## src/rtl/bcd_pkg.sv

```systemverilog
// Shared definitions for the sequential binary-to-BCD converter:
// state encoding, add-3 constants and a digit-count helper for integrators.
package bcd_pkg;

   localparam logic [1:0] S_IDLE  = 2'd0;
   localparam logic [1:0] S_SHIFT = 2'd1;
   localparam logic [1:0] S_DONE  = 2'd2;

   typedef enum logic [1:0] {
      IDLE  = S_IDLE,
      SHIFT = S_SHIFT,
      DONE  = S_DONE
   } state_e;

   localparam logic [3:0] ADD3_THRESH = 4'd4;
   localparam logic [3:0] ADD3_VAL    = 4'd3;

   // Decimal digits required to show the largest BIN_W-bit unsigned value.
   function automatic int bcd_digits_needed(input int bin_w);
      longint unsigned maxv;
      int              d;
      maxv = (64'd1 << bin_w) - 64'd1;
      d    = 1;
      for (int i = 0; i < 20; i++) begin
         if (maxv >= 64'd10) begin
            maxv = maxv / 64'd10;
            d    = d + 1;
         end
      end
      return d;
   endfunction

endpackage

```

## src/rtl/bcd_add3_digit.sv

```systemverilog
// One BCD correction cell: digits above four get three added so the next
// left shift carries correctly into the following decade.
module bcd_add3_digit
   import bcd_pkg::*;
(
   input  logic [3:0] digit_i,
   output logic [3:0] digit_o
);

   always_comb begin
      if (digit_i > ADD3_THRESH) begin
         digit_o = digit_i + ADD3_VAL;
      end else begin
         digit_o = digit_i;
      end
   end

endmodule

```

## src/rtl/bcd_seq_converter.sv

```systemverilog
// Iterative shift-and-add-3 binary-to-BCD converter, one operand bit per clock,
// with optional two's-complement input and a sticky overflow flag.
module bcd_seq_converter
   import bcd_pkg::*;
#(
   parameter int BIN_W  = 16,
   parameter int DIGITS = 5,
   parameter int SIGNED = 0
) (
   input  logic                  clk,
   input  logic                  rst_n,
   input  logic                  start,
   input  logic [BIN_W-1:0]      bin_in,
   output logic                  ready,
   output logic                  busy,
   output logic                  done,
   output logic [4*DIGITS-1:0]   bcd_out,
   output logic                  sign,
   output logic                  overflow
);

   localparam int SW    = 4 * DIGITS;
   localparam int CNT_W = $clog2(BIN_W);

   state_e             state_q;
   logic [CNT_W-1:0]   cnt_q;
   logic [BIN_W-1:0]   bin_q;
   logic [SW-1:0]      scr_q;
   logic               ovf_q;
   logic               neg_q;
   logic               ready_q;
   logic               busy_q;
   logic               done_q;
   logic [SW-1:0]      bcd_out_q;
   logic               sign_q;
   logic               overflow_q;

   logic [SW-1:0]      corr_d;
   logic [SW-1:0]      scr_d;
   logic [BIN_W-1:0]   bin_d;
   logic               carry_d;
   logic [BIN_W-1:0]   mag_d;
   logic               neg_d;

   for (genvar g = 0; g < DIGITS; g++) begin : g_add3
      bcd_add3_digit u_add3 (
         .digit_i (scr_q[4*g +: 4]),
         .digit_o (corr_d[4*g +: 4])
      );
   end

   // Corrected scratch shifted left with the next operand bit entering at the units end.
   always_comb begin
      scr_d   = {corr_d[SW-2:0], bin_q[BIN_W-1]};
      bin_d   = {bin_q[BIN_W-2:0], 1'b0};
      carry_d = corr_d[SW-1];
   end

   // Magnitude is taken modulo 2^BIN_W so the most negative value converts exactly.
   always_comb begin
      if ((SIGNED != 0) && bin_in[BIN_W-1]) begin
         mag_d = -bin_in;
         neg_d = 1'b1;
      end else begin
         mag_d = bin_in;
         neg_d = 1'b0;
      end
   end

   // Control FSM with registered handshake and result outputs.
   always_ff @(posedge clk or negedge rst_n) begin
      if (!rst_n) begin
         state_q    <= IDLE;
         cnt_q      <= {CNT_W{1'b0}};
         bin_q      <= {BIN_W{1'b0}};
         scr_q      <= {SW{1'b0}};
         ovf_q      <= 1'b0;
         neg_q      <= 1'b0;
         ready_q    <= 1'b1;
         busy_q     <= 1'b0;
         done_q     <= 1'b0;
         bcd_out_q  <= {SW{1'b0}};
         sign_q     <= 1'b0;
         overflow_q <= 1'b0;
      end else begin
         case (state_q)
            IDLE, DONE: begin
               done_q <= 1'b0;
               if (start) begin
                  state_q <= SHIFT;
                  cnt_q   <= CNT_W'(BIN_W - 1);
                  bin_q   <= mag_d;
                  scr_q   <= {SW{1'b0}};
                  ovf_q   <= 1'b0;
                  neg_q   <= neg_d;
                  ready_q <= 1'b0;
                  busy_q  <= 1'b1;
               end else begin
                  state_q <= IDLE;
                  ready_q <= 1'b1;
                  busy_q  <= 1'b0;
               end
            end
            SHIFT: begin
               scr_q <= scr_d;
               bin_q <= bin_d;
               ovf_q <= ovf_q | carry_d;
               if (cnt_q == {CNT_W{1'b0}}) begin
                  state_q    <= DONE;
                  ready_q    <= 1'b1;
                  busy_q     <= 1'b0;
                  done_q     <= 1'b1;
                  bcd_out_q  <= scr_d;
                  sign_q     <= neg_q;
                  overflow_q <= ovf_q | carry_d;
               end else begin
                  cnt_q <= cnt_q - CNT_W'(1);
               end
            end
            default: begin
               state_q <= IDLE;
               ready_q <= 1'b1;
               busy_q  <= 1'b0;
               done_q  <= 1'b0;
            end
         endcase
      end
   end

   assign ready    = ready_q;
   assign busy     = busy_q;
   assign done     = done_q;
   assign bcd_out  = bcd_out_q;
   assign sign     = sign_q;
   assign overflow = overflow_q;

endmodule

```

## config.mk

```make
export PLATFORM = sky130hd
export DESIGN_NAME = bcd_seq_converter
export DESIGN_NICKNAME = d
export VERILOG_FILES = /design/src/rtl/bcd_pkg.sv /design/src/rtl/bcd_add3_digit.sv /design/src/rtl/bcd_seq_converter.sv
export SDC_FILE = /design/constraint.sdc
export NUM_CORES = 1
export LEC_CHECK = 0
export ABC_AREA = 1
export CELL_PAD_IN_SITES_DETAIL_PLACEMENT = 0
export CELL_PAD_IN_SITES_GLOBAL_PLACEMENT = 1
export CORE_UTILIZATION = 37
export DETAILED_ROUTE_END_ITERATION = 7
export PLACE_DENSITY_LB_ADDON = 0.1
export SYNTH_ARGS = -nofsm -noshare
export SYNTH_HDL_FRONTEND = slang
export SYNTH_HIERARCHICAL = 1
export SYNTH_SLANG_ARGS = --single-unit
export TNS_END_PERCENT = 1
```

## constraint.sdc

```tcl
create_clock -name clk -period 1.3 [get_ports clk]
set_input_delay 0.13 -clock clk [delete_from_list [all_inputs] [get_ports clk]]
set_output_delay 0.13 -clock clk [all_outputs]
set_load 0.01 [all_outputs]
```

Word level (Yosys, flattened, before mapping)
Index checks and enable logic that the tools add are counted.

storage, ports and cells
  input bits = 19
  ROM bits = 0
  word-level logic and storage cells = 58
  output and inout port bits = 25
  memories kept = 0
  register bits after elaboration = 67
  bits in latches = 0
  memory bits (writable) = 0

cells by class
  bitwise logic cells = 1
  multipliers = 0
  add/sub/neg operators = 6
  order comparisons = 5
  muxes and demuxes = 24
  reduce and logical (&&, ||, !) cells = 7
  div/mod/pow operators = 0
  equality and inequality tests = 5
  shift operators = 0

operators with widths
  kind                   number
  $pmux W20 S2           1
  $pmux W16 S2           1
  $mux W4                7
  $add A4 B2 Y4 const B  5
  $gt A4 B3 Y1 const B   5
  $mux W20               1
  $mux W16               1
  $pmux W4 S2            1
  $mux W1                7
  $ne A2 B2 Y1 const B   3
  $pmux W1 S2            3
  $logic_not A4 Y1       1
  $pmux W2 S2            1
  $reduce_and A2 Y1      2
  $sub A4 B1 Y4 const B  1
  $reduce_and A3 Y1      1
  $eq A2 B1 Y1 const B   1
  $eq A2 B2 Y1 const B   1
  $logic_not A2 Y1       1
  $mux W2                1
  $reduce_bool A2 Y1     1
  $reduce_or A2 Y1       1
  $or A1 B1 Y1           1

Depth between registers and ports, before layout
  depth in word-level cells = 4
  depth in mapped cells = 9
  gate-level depth less buffers = 9

Modules after synthesis
The synthesis kept the hierarchy.

modules (own cells, without submodules)
  module             times used  seq. area each (um^2)  area each (um^2)  cells an instance
  bcd_seq_converter  1           1677.9                 2788.9            290
  bcd_add3_digit     5           0.0                    133.9             29

Worst setup path before layout
OpenSTA, ideal clock, no wires.

  path type = reg-to-reg
  start = register cnt_q[0]
  end = register bcd_out_q[12], in the netlist bcd_out[12]
  setup time = 118 ps
  data required time = 1182 ps
  stages on the path, launching flop included = 9
  buffers on the path = 1
  setup slack = 68 ps
  arrival time = 1114 ps
  clock period less this slack = 1232 ps
  path through = dfrtp_1 -> inv_1 -> ha_1 -> nand2_1 -> nand2_4 -> nand2_4 -> buf_8 -> nand2_1 -> o21ai_2

on the way
  longest elaborated chain between the ends = 2

ends and longest elaborated chain
  item                                line                      text
  start: declaration                  bcd_seq_converter.sv:26   logic [CNT_W-1:0] cnt_q;
  start signal: assignment            bcd_seq_converter.sv:74   cnt_q <= {CNT_W{1'b0}};
  start signal: assignment            bcd_seq_converter.sv:91   cnt_q <= CNT_W'(BIN_W - 1);
  start signal: assignment            bcd_seq_converter.sv:117  cnt_q <= cnt_q - CNT_W'(1);
  $logic_not A4 Y1                    bcd_seq_converter.sv:108  if (cnt_q == {CNT_W{1'b0}}) begin
  $reduce_and A2 Y1 (no source line)  --
  end signal: assignment              bcd_seq_converter.sv:82   bcd_out_q <= {SW{1'b0}};
  end signal: assignment              bcd_seq_converter.sv:113  bcd_out_q <= scr_d;
  end: declaration                    bcd_seq_converter.sv:34   logic [SW-1:0] bcd_out_q;

Every way passes these cells.
A chain may end at the register's enable or synchronous reset.

Worst setup path after layout
  start = register cnt_q[1]
  end = register bcd_out_q[6], in the netlist bcd_out[6]

Same word-level chain as after synthesis.

==> out/metrics.cfg <==
[yosys]
synth.distinct_cells=21
syn_nets=466
syn-cell-area_um2=3460
synthCells=435
synth-seq-area-share_pct=48.5
postSynthAreaPerCell_um2=7.95
synth-seq-cells=67
synth_warnings=6

[setup_path]
cp.required_ns=1.53
worst_ep_arrival_time_ns=1.50
crit_path_end_kind=register
path_max_fanout=6
reg2reg_from=cnt_q[1]
worstSetupPathType=reg -> reg
crit_path_start_kind=register
r2r_slack_ns=0.03
r2r_cells=8
r2r-end=bcd_out[6]

[die]
core_um2=8890
fp.dieH_um=98.7
die_x_um=98.7
io_pins=44
dieArea_um2=9740
start_util_pct=38.9
rows=34

[timing]
finalCriticalPeriod_ns=1.27
rsz0062_at_grt=true
fin_skew_ns=0.00872
slew_viol_final=0
finalCritPeriodShare_pct=97.4
setup_ws_ns=0.0335
final-setup-viol-count=0
hold_viol=0
tns_ns=0
fmax_mhz=790

[final_layout]
drive_above_1_share_pct=26.6
final_cells=631
area_delta_synth_final_pct=36.3
fin_area_um2=4710
fill_cells=848
antennaDiodeCount=0
layout_common_cells=nand2_1 (160), dfrtp_1 (66), inv_1 (40), nand3_1 (37), buf_4 (32)
layout_commonest_cell=nand2_1
fin_util_pct=53.0
nets=549

[power_and_ir_drop]
pwr-share-comb_pct=53.7
swShare_pct=41.0
seqPwrFrac_pct=29.1
leakage_nw=2.44
ir_worst_vdd_v=0.00156
netSwitchingPower_w=0.00501
p_int_w=0.00720
clkPwrFrac_pct=17.2
cellPowerDensity_nw_per_um2=2590

[job]
maxCapViolCount=0

[global_route]
grt_max_degree=68
grt_overflow_total=0
grtUsageTotal_pct=15.2
antenna_found_initial=0
grt_pass1_wl_um=11700
first_global_vias=2656

[placed_design]
io_buffers=42
place_area_um2=4220
place.gp.congestion=0.795
hpwl_um=4630
post-place-cells=606
pre_cts_ws_ns=-0.0227

[cts]
cts_tree=done
cts_buffers=9
h-tree-depth=3
clockBufferDepth=2
numClockSinks=67
clk_latency_ns=0.34
cts-root-buf=clkbuf_8
path_clk_slew_ns=0.07

[drt]
num_vias=2876
first_pass_iters=4
final_antenna_net_count=0
drt_wl_total_um=7320
wire_per_inst_um=11.6
drcViolationCount=0
drtIter0Drc=119
vias_per_cell=4.56

[min_path]
holdCritPathClass=in -> async

[run_status]
status=finished, final reports clean

-- per-layer routing --
layer / vias to the layer above / share of wire, % / routed length [um] / track usage [%]
li1: 1506 / - / - / -
met1: 1318 / 50 / 3630 / 20.4
met2: 40 / 46 / 3350 / 24.1
met3: 12 / 2.7 / 201 / 3.05
met4: 0 / 1.8 / 132 / 6.54
met5: - / 0 / 0 / 0
-- synthesized netlist by cell type --
library cell / instances / area (um2)
xor2_1: 1 / 8.76
nand2_1: 172 / 646
o211ai_1: 2 / 15.0
o21ai_0: 24 / 120
nand3_1: 37 / 185
buf_4: 1 / 7.51
buf_2: 2 / 10.0
inv_2: 1 / 3.75
o21ai_2: 21 / 184
inv_1: 64 / 240
inv_6: 1 / 8.76
dfstp_2: 1 / 26.3
nand2_4: 2 / 22.5
clkbuf_1: 2 / 7.51
nor2_1: 11 / 41.3
buf_8: 1 / 15.0
buf_6: 6 / 67.6
conb_1: 1 / 3.75
ha_1: 12 / 150
dfrtp_1: 66 / 1650
nand2_2: 7 / 43.8
-- flip-flops by register name (all words and copies together) (netlist names) --
name	cells
bcd_out	20
bin_q	16
busy	1
cnt_q	4
done	1
overflow	1
ovf_q	1
ready	1
scr_q	20
state_q	2
-- what timing repair did --
item                       4_1_cts  5_1_grt
pin swaps                        0        9
hold endpoints to repair        66        0
resized for setup               29       66
setup buffers                    0        5
cloned                           0        3
hold buffers                     1        0
setup endpoints to repair       34       44
-- final cells by class --
| type | count | area, um2 | share of cell area [%] |
|---|---|---|---|
| clock inverter | 5 | 100 | 2.12 |
| sequential | 67 | 1680 | 35.6 |
| inverter | 66 | 253 | 5.36 |
| clock buffer | 11 | 141 | 3.00 |
| multi-input combinational | 290 | 1580 | 33.4 |
| timing repair buffer | 84 | 831 | 17.6 |
| tap | 108 | 135 | 2.87 |
-- cells by family (layout without fill, tap and decap cells) --
family                   Yosys count  in the layout  share of synthesized area [%]
AO/OA/AOI/OAI                     47             47                           9.23
XOR/XNOR                           1              1                          0.253
adder cells (fa/ha/maj)           12             12                           4.34
buffers and inverters             78            166                           10.4
flip-flops                        67             67                           48.5
other                              1              1                          0.108
AND/OR/NAND/NOR                  229            229                           27.1
-- worst max-delay path by stage --
stage,start,slack [ns],cells after the start,to
final,cnt_q[1],0.03,8,bcd_out[6]
after global routing,scr_q[13],-0.04,10,scr_q[15]
after CTS,scr_q[12],-0.008,9,scr_q[15]
after detailed placement,scr_q[16],-0.02,10,scr_q[19]
after global placement,scr_q[8],-0.001,9,scr_q[11]
after floorplan,cnt_q[0],0.07,8,bcd_out[12]
-- power groups by stage --
stage,sequential (W),combinational [W],clock [W]
finish,0.00355,0.00656,0.00210
global route,0.00367,0.00740,0.00224
CTS,0.00353,0.00570,0.00216
detailed placement,0.00355,0.00587,0
global placement,0.00354,0.00583,0
floorplan,0.00361,0.00370,0
-- metrics by stage --
stage,hold WS (ns),power (W)
final,0.319,0.0122
after global routing,0.367,0.0133
after CTS,0.345,0.0114
after detailed placement,0.185,0.00943
after global placement,0.183,0.00937
after floorplan,-0.166,0.00731
-- worst max-delay path, cell delays in order (launching register included) --
cell	delay [ns]
dfrtp_1	0.39
inv_2	0.09
ha_4	0.12
nand2_2	0.06
nand2_4	0.10
nand2_8	0.10
clkbuf_16	0.18
nand2_1	0.07
o21ai_2	0.05
(Power assumes the default switching activity.)
